File: src/rtl/digit_text_emitter_pkg.sv
// Shared constants for the digit text emitter: glyph codes, default sizes,
// the 2-bit state encoding and a BCD validity helper.
package digit_text_emitter_pkg;

  localparam int          NDIG_DEFAULT        = 6;
  localparam int          ADDR_W_DEFAULT      = 11;
  localparam logic [7:0]  GLYPH_ZERO_DEFAULT  = 8'h30;
  localparam logic [7:0]  GLYPH_BLANK_DEFAULT = 8'h20;

  typedef enum logic [1:0] {
    IDLE = 2'd0,
    EMIT = 2'd1,
    DONE = 2'd2
  } state_t;

  function automatic logic is_bcd(input logic [3:0] digit);
    return (digit <= 4'd9);
  endfunction

endpackage

File: src/rtl/digit_text_emitter_if.sv
// Text/tile memory write port: req/ack handshake with address and glyph code.
interface digit_text_emitter_if
  import digit_text_emitter_pkg::*;
#(
  parameter int ADDR_W = ADDR_W_DEFAULT
) ();

  logic              wr_req;
  logic [ADDR_W-1:0] wr_addr;
  logic [7:0]        wr_data;
  logic              wr_ack;

  modport master (output wr_req, output wr_addr, output wr_data, input  wr_ack);
  modport slave  (input  wr_req, input  wr_addr, input  wr_data, output wr_ack);

endinterface

File: src/rtl/digit_text_emitter_digit_glyph.sv
// Combinational mapper from one BCD digit plus its hide bit to a glyph code;
// non-decimal nibbles render as blank.
module digit_glyph
  import digit_text_emitter_pkg::*;
#(
  parameter logic [7:0] GLYPH_ZERO  = GLYPH_ZERO_DEFAULT,
  parameter logic [7:0] GLYPH_BLANK = GLYPH_BLANK_DEFAULT
) (
  input  logic [3:0] digit,
  input  logic       hide,
  output logic [7:0] glyph
);

  // Blank for hidden or non-BCD digits, otherwise offset from the zero glyph.
  always_comb begin
    glyph = GLYPH_BLANK;
    if (hide) begin
      glyph = GLYPH_BLANK;
    end else if (is_bcd(digit)) begin
      glyph = GLYPH_ZERO + {4'd0, digit};
    end else begin
      glyph = GLYPH_BLANK;
    end
  end

endmodule

File: src/rtl/digit_text_emitter.sv
// Snapshots a BCD digit vector on start and writes one glyph per position, MSD first.
// Optional DIGIT_TEXT_SKIP_UNCHANGED_EN skips positions whose glyph is already on screen.
module digit_text_emitter
  import digit_text_emitter_pkg::*;
#(
  parameter int         NDIG        = NDIG_DEFAULT,
  parameter int         ADDR_W      = ADDR_W_DEFAULT,
  parameter logic [7:0] GLYPH_ZERO  = GLYPH_ZERO_DEFAULT,
  parameter logic [7:0] GLYPH_BLANK = GLYPH_BLANK_DEFAULT
) (
  input  logic                 clk,
  input  logic                 rst,
  input  logic                 start,
  input  logic [4*NDIG-1:0]    data,
  input  logic [NDIG-1:0]      mask,
  input  logic [ADDR_W-1:0]    base_addr,
  output logic                 busy,
  output logic                 done,
  digit_text_emitter_if.master wr
);

  localparam int IDX_W = (NDIG > 1) ? $clog2(NDIG) : 1;

  state_t              state_r, next_state_s;
  logic [IDX_W-1:0]    idx_r, next_idx_s;
  logic [4*NDIG-1:0]   data_snap_r, next_data_s;
  logic [NDIG-1:0]     mask_snap_r, next_mask_s;
  logic [ADDR_W-1:0]   base_snap_r, next_base_s;
  logic                advance_s;
  logic [3:0]          digits_s [NDIG];
  logic [3:0]          digit_sel_s;
  logic                hide_sel_s;
  logic [7:0]          glyph_s;
  logic [ADDR_W-1:0]   addr_s;
  logic                wr_req_s;
  logic                wr_req_r;
  logic [ADDR_W-1:0]   wr_addr_r;
  logic [7:0]          wr_data_r;
  logic                busy_r;
  logic                done_r;

  // State, position index and input snapshot registers.
  always_ff @(posedge clk or posedge rst) begin
    if (rst) begin
      state_r     <= IDLE;
      idx_r       <= {IDX_W{1'b0}};
      data_snap_r <= {(4*NDIG){1'b0}};
      mask_snap_r <= {NDIG{1'b0}};
      base_snap_r <= {ADDR_W{1'b0}};
    end else begin
      state_r     <= next_state_s;
      idx_r       <= next_idx_s;
      data_snap_r <= next_data_s;
      mask_snap_r <= next_mask_s;
      base_snap_r <= next_base_s;
    end
  end

  // Next state; a skipped position (no request raised) advances without an ack.
  always_comb begin
    next_state_s = state_r;
    next_idx_s   = idx_r;
    next_data_s  = data_snap_r;
    next_mask_s  = mask_snap_r;
    next_base_s  = base_snap_r;
    advance_s    = wr_req_r ? wr.wr_ack : 1'b1;
    case (state_r)
      IDLE: begin
        if (start) begin
          next_data_s  = data;
          next_mask_s  = mask;
          next_base_s  = base_addr;
          next_idx_s   = IDX_W'(NDIG - 1);
          next_state_s = EMIT;
        end else begin
          next_state_s = IDLE;
        end
      end
      EMIT: begin
        if (advance_s) begin
          if (idx_r == {IDX_W{1'b0}}) begin
            next_state_s = DONE;
          end else begin
            next_idx_s = idx_r - IDX_W'(1);
          end
        end else begin
          next_state_s = EMIT;
        end
      end
      DONE: begin
        next_state_s = IDLE;
      end
      default: begin
        next_state_s = IDLE;
      end
    endcase
  end

  // Glyph and address for the position that will be presented next cycle.
  always_comb begin
    for (int i = 0; i < NDIG; i++) begin
      digits_s[i] = next_data_s[4*i +: 4];
    end
    digit_sel_s = digits_s[next_idx_s];
    hide_sel_s  = next_mask_s[next_idx_s];
    addr_s      = next_base_s + ADDR_W'(NDIG - 1) - ADDR_W'(next_idx_s);
  end

  digit_glyph #(
    .GLYPH_ZERO  (GLYPH_ZERO),
    .GLYPH_BLANK (GLYPH_BLANK)
  ) u_digit_glyph (
    .digit (digit_sel_s),
    .hide  (hide_sel_s),
    .glyph (glyph_s)
  );

`ifdef DIGIT_TEXT_SKIP_UNCHANGED_EN
  logic [7:0]        cache_r [NDIG];
  logic              cache_valid_r;
  logic [ADDR_W-1:0] cache_base_r;
  logic              skip_s;

  // A position is skipped when the screen already holds the same glyph at the same base.
  always_comb begin
    skip_s   = cache_valid_r && (next_base_s == cache_base_r) &&
               (glyph_s == cache_r[next_idx_s]);
    wr_req_s = (next_state_s == EMIT) && !skip_s;
  end

  // Cache of last written glyphs; validated at the end of a run, dropped on a base change.
  always_ff @(posedge clk or posedge rst) begin
    if (rst) begin
      cache_valid_r <= 1'b0;
      cache_base_r  <= {ADDR_W{1'b0}};
      for (int i = 0; i < NDIG; i++) begin
        cache_r[i] <= 8'h00;
      end
    end else begin
      if (wr_req_r && wr.wr_ack) begin
        cache_r[idx_r] <= wr_data_r;
      end else begin
        cache_r[idx_r] <= cache_r[idx_r];
      end
      if (state_r == DONE) begin
        cache_valid_r <= 1'b1;
        cache_base_r  <= base_snap_r;
      end else if ((state_r == IDLE) && start && (base_addr != cache_base_r)) begin
        cache_valid_r <= 1'b0;
      end else begin
        cache_valid_r <= cache_valid_r;
      end
    end
  end
`else
  // Every position in a run is written.
  always_comb begin
    wr_req_s = (next_state_s == EMIT);
  end
`endif

  // Registered outputs; address and glyph only change when a position is presented.
  always_ff @(posedge clk or posedge rst) begin
    if (rst) begin
      wr_req_r  <= 1'b0;
      wr_addr_r <= {ADDR_W{1'b0}};
      wr_data_r <= 8'h00;
      busy_r    <= 1'b0;
      done_r    <= 1'b0;
    end else begin
      wr_req_r <= wr_req_s;
      busy_r   <= (next_state_s != IDLE);
      done_r   <= (next_state_s == DONE);
      if (next_state_s == EMIT) begin
        wr_addr_r <= addr_s;
        wr_data_r <= glyph_s;
      end else begin
        wr_addr_r <= wr_addr_r;
        wr_data_r <= wr_data_r;
      end
    end
  end

  assign wr.wr_req  = wr_req_r;
  assign wr.wr_addr = wr_addr_r;
  assign wr.wr_data = wr_data_r;
  assign busy       = busy_r;
  assign done       = done_r;

endmodule

File: src/flat_wrapper.sv
// flat-port wrapper written by rule: the top's interface ports become plain ports
module digit_text_emitter_flat import digit_text_emitter_pkg::*;
#(
  parameter int         NDIG        = NDIG_DEFAULT,
  parameter int         ADDR_W      = ADDR_W_DEFAULT,
  parameter logic [7:0] GLYPH_ZERO  = GLYPH_ZERO_DEFAULT,
  parameter logic [7:0] GLYPH_BLANK = GLYPH_BLANK_DEFAULT
)
  (clk, rst, start, data, mask, base_addr, busy, done, wr_wr_req, wr_wr_addr, wr_wr_data, wr_wr_ack);
  digit_text_emitter_if #(.ADDR_W(ADDR_W)) wr_i ();
  input  logic clk;
  input  logic rst;
  input  logic start;
  input  logic [4*NDIG-1:0] data;
  input  logic [NDIG-1:0] mask;
  input  logic [ADDR_W-1:0] base_addr;
  output logic busy;
  output logic done;
  output wire logic [$bits(wr_i.wr_req)-1:0] wr_wr_req;
  output wire logic [$bits(wr_i.wr_addr)-1:0] wr_wr_addr;
  output wire logic [$bits(wr_i.wr_data)-1:0] wr_wr_data;
  input wire logic [$bits(wr_i.wr_ack)-1:0] wr_wr_ack;
  assign wr_wr_req = wr_i.wr_req;
  assign wr_wr_addr = wr_i.wr_addr;
  assign wr_wr_data = wr_i.wr_data;
  assign wr_i.wr_ack = wr_wr_ack;
  digit_text_emitter #(.NDIG(NDIG), .ADDR_W(ADDR_W), .GLYPH_ZERO(GLYPH_ZERO), .GLYPH_BLANK(GLYPH_BLANK)) u_core (.clk(clk), .rst(rst), .start(start), .data(data), .mask(mask), .base_addr(base_addr), .busy(busy), .done(done), .wr(wr_i));
endmodule
File: config.mk
export PLATFORM = sky130hd
export DESIGN_NAME = digit_text_emitter_flat
export DESIGN_NICKNAME = d
export VERILOG_FILES = /design/src/rtl/digit_text_emitter_pkg.sv /design/src/rtl/digit_text_emitter_if.sv /design/src/rtl/digit_text_emitter_digit_glyph.sv /design/src/rtl/digit_text_emitter.sv /design/src/flat_wrapper.sv
export SDC_FILE = /design/constraint.sdc
export NUM_CORES = 1
export LEC_CHECK = 0
export ABC_AREA = 1
export CAP_MARGIN = 10
export CORE_MARGIN = 2
export CORE_UTILIZATION = 40
export DETAILED_ROUTE_END_ITERATION = 8
export SETUP_SLACK_MARGIN = 0.2
export SYNTH_ARGS = -nofsm -noshare
export SYNTH_HDL_FRONTEND = slang
export SYNTH_HIERARCHICAL = 1
export SYNTH_SLANG_ARGS = --single-unit
File: constraint.sdc
create_clock -name clk -period 8.85 [get_ports clk]
set_input_delay 1.77 -clock clk [delete_from_list [all_inputs] [get_ports clk]]
set_output_delay 1.77 -clock clk [all_outputs]
set_load 0.05 [all_outputs]
==> flow_metrics.py <==
metrics = {
    "run_status": {
        "run_status": "complete, no violations",
    },
    "worst_setup_path": {
        "slowest_stage": "clkdlybuf4s50_1",
        "path_common_cell": "nand2_1",
        "crit_arrival_ps": 4940,
        "endpoint_kind": "register",
        "cp_max_fo": 57,
        "path_cells": "clkdlybuf4s50_1 -> buf_4 -> nand2_1 -> buf_4 -> o21ai_1 -> ha_1 -> inv_1 -> ha_1 -> inv_1 -> fa_1 -> nand3b_1 -> nand2_1 -> nand3_1 -> nand3_1 -> nand2_1 -> o21ai_0",
        "critPathLaunchType": "input pin",
        "worst_ep_required_time_ps": 9110,
        "critPathLaunch": "start",
        "max_stage_delay_ps": 450,
        "r2r_start": "u_core/state_r[1]",
        "crit_type": "in2reg",
    },
    "sta": {
        "setup_tns_ps": 0,
        "fin_crit_ps": 4680,
        "slew_violations": 0,
        "fmax_ghz": 0.214,
        "tightest_slew_ps": 1090,
        "finalSetupViolCount": 0,
        "period_share": 0.529,
        "finalWorstSetupSlack_ps": 4170,
        "grt_setup_unrepaired": "no",
        "slew_headroom": 0.275,
        "final.setup_skew_ps": 6.05,
        "hold_viol_final": 0,
    },
    "global_routing": {
        "gr-usage-all-layers": 0.173,
        "grt_pass1_wl_um": 14000,
        "grt_max_degree": 69,
        "overflow": 0,
        "grt_pass1_vias": 3115,
        "antenna_found_initial": 0,
    },
    "floorplanning": {
        "die_w_um": 102,
        "die-area_mm2": 0.0104,
        "coreArea_mm2": 0.00928,
        "die_h_um": 102,
        "initial_core_util": 0.412,
        "num_rows": 35,
        "io-pin-count": 67,
    },
    "route": {
        "drtIter0Drc": 172,
        "vias": 3170,
        "wire_per_inst_um": 11.7,
        "viasPerCell": 4.42,
        "drt-pass1-iter-count": 5,
        "remaining_drc_errors": 0,
        "finalWirelength_um": 8370,
        "detail-route-antenna-nets": 0,
    },
    "synth": {
        "synthesis.instances": 524,
        "synth_compound_area_frac": 0.0415,
        "avgSynthCellArea_um2": 7.30,
        "synth_warnings": 6,
        "async_flop_share": 1.00,
        "synth_ff_type": "dfrtp_1",
        "synthXorXnorAreaFrac": 0.00229,
        "synth_top_family_by_area": "simple AND/OR/NAND/NOR gates",
        "synth_seq_area_share": 0.445,
        "synth.top_cell.area_share": 0.445,
        "muxShareOfSynthArea": 0.00294,
        "ys_ff_latch": 68,
        "synth_cell_types": 29,
        "synth_top_area_cell": "dfrtp_1",
        "synthTopCellsByArea": "dfrtp_1, nand2_1, inv_1",
        "syn_area_mm2": 0.00383,
        "synthAdderAreaFrac": 0.0510,
        "synth_edf_count": 0,
        "synthSimpleGateAreaFrac": 0.330,
    },
    "worst_hold_path": {
        "min_path_type": "reg2reg",
        "hold_start": "u_core/wr.wr_data[7]",
    },
    "finish": {
        "drive_above_1_share": 0.0526,
        "diodes": 0,
        "final_nets": 644,
        "syn_to_final_growth_pct": 25.0,
    },
    "clocking": {
        "clockRootBuffer": "clkbuf_8",
        "clk_pin_slew_ps": 80,
        "cts_resized": 0,
        "cts.sinks": 68,
        "cts_hold_buf": 0,
        "cts_max_path_buffers": 2,
        "htree_levels": 3,
        "insertion_delay_ps": 350,
        "post_cts_buffers": 0,
        "cts_inserted_buffers": 9,
        "cts_tree": "done",
    },
    "place": {
        "dp_hpwl_um": 5870,
        "place.gp.congestion": 0.890,
        "preCtsSetupSlack_ps": 3810,
        "io_buffers": 66,
    },
    "job": {
        "drv_cap": 0,
    },
}
## worst max-delay path, delay by kind of cell
family | cells | cell delay [ps]
simple gates | 6 | 660
buf+inv | 5 | 1220
compound gates | 2 | 410
fa+ha+maj | 3 | 840
## worst paths after layout
path                       slack [ps]  cells past startpoint                     to
min in group asynchronous        1990                      3   u_core/wr.wr_data[7]
hold / removal                    480                      2   u_core/wr.wr_data[7]
setup reg to reg                 5040                     15   u_core/wr.wr_addr[9]
hold reg to reg                   480                      2   u_core/wr.wr_data[7]
setup / recovery                 4170                     16   u_core/wr.wr_addr[9]
max in group asynchronous        6310                      3  u_core/base_snap_r[3]
## per-layer routing
| layer | track usage | part of all wire | routed length [µm] |
|---|---|---|---|
| met3 | 0.0410 | 0.047 | 397 |
| met5 | 0 | 0 | 0 |
| met4 | 0.0821 | 0.023 | 189 |
| met2 | 0.262 | 0.44 | 3710 |
| met1 | 0.235 | 0.49 | 4070 |
## cells by family (layout without fill, tap and decap cells)
family,count (synthesis),count (layout)
DFF,68,68
AOI/OAI and AO/OA,29,29
xor gates and xnor gates,1,1
other,2,3
buffers and inverters,115,179
adders and majority gates,15,15
muxes,1,1
and+or+nand+nor,293,293
## through the flow
| step | utilization | cells | cell area (µm²) | hold WS [ps] |
|---|---|---|---|---|
| finish | 0.515 | 718 | 4790 | 475 |
| global route | 0.515 | 718 | 4790 | 503 |
| CTS | 0.515 | 718 | 4790 | 479 |
| detailed placement | 0.490 | 702 | 4550 | 460 |
| global placement | 0.490 | 702 | 4550 | 456 |
| floorplan | - | 525 | 3830 | 438 |
## area by class of cell
class                      count  area (µm²)
clock inverter                 6         111
timing repair buffer          69         683
inverter                      94         353
fill                         920        4500
multi-input combinational    342        1650
clock buffer                  10         128
sequential                    68        1700
tap                          129         161
## cells in the mapped netlist (2+ instances only)
| cell | count |
|---|---|
| dfrtp_1 | 68 |
| nor2_2 | 3 |
| o21ai_0 | 4 |
| clkbuf_1 | 2 |
| buf_2 | 10 |
| nand3b_1 | 16 |
| ha_1 | 14 |
| nor2_1 | 18 |
| nand2_2 | 4 |
| a21oi_1 | 8 |
| inv_1 | 92 |
| o21ai_1 | 10 |
| buf_4 | 8 |
| a31oi_1 | 4 |
| nand3_1 | 46 |
| nand4_1 | 3 |
| or2_1 | 4 |
| conb_1 | 2 |
| inv_2 | 2 |
| nand2_1 | 197 |
## cells in the final DEF, fill, tap and decap left out, types with 9 or more instances in the layout
master / n
nand2_1: 197
dfrtp_1: 68
nand3b_1: 16
o21ai_1: 10
inv_1: 91
nor2_1: 18
clkdlybuf4s50_1: 66
nand3_1: 46
ha_1: 14
clkbuf_8: 9
## state kept, by name (all words and copies together), names as in the netlist
name and cells:
u_core/wr.wr_addr 11, u_core/done 1, u_core/state_r 2, u_core/mask_snap_r 6, u_core/busy 1, u_core/idx_r 3, u_core/wr.wr_req 1, u_core/wr.wr_data 8
u_core/base_snap_r 11, u_core/data_snap_r 24
Power is not shown: default switching activity piles up to over one toggle a cycle in this logic, so the estimate is an artifact.
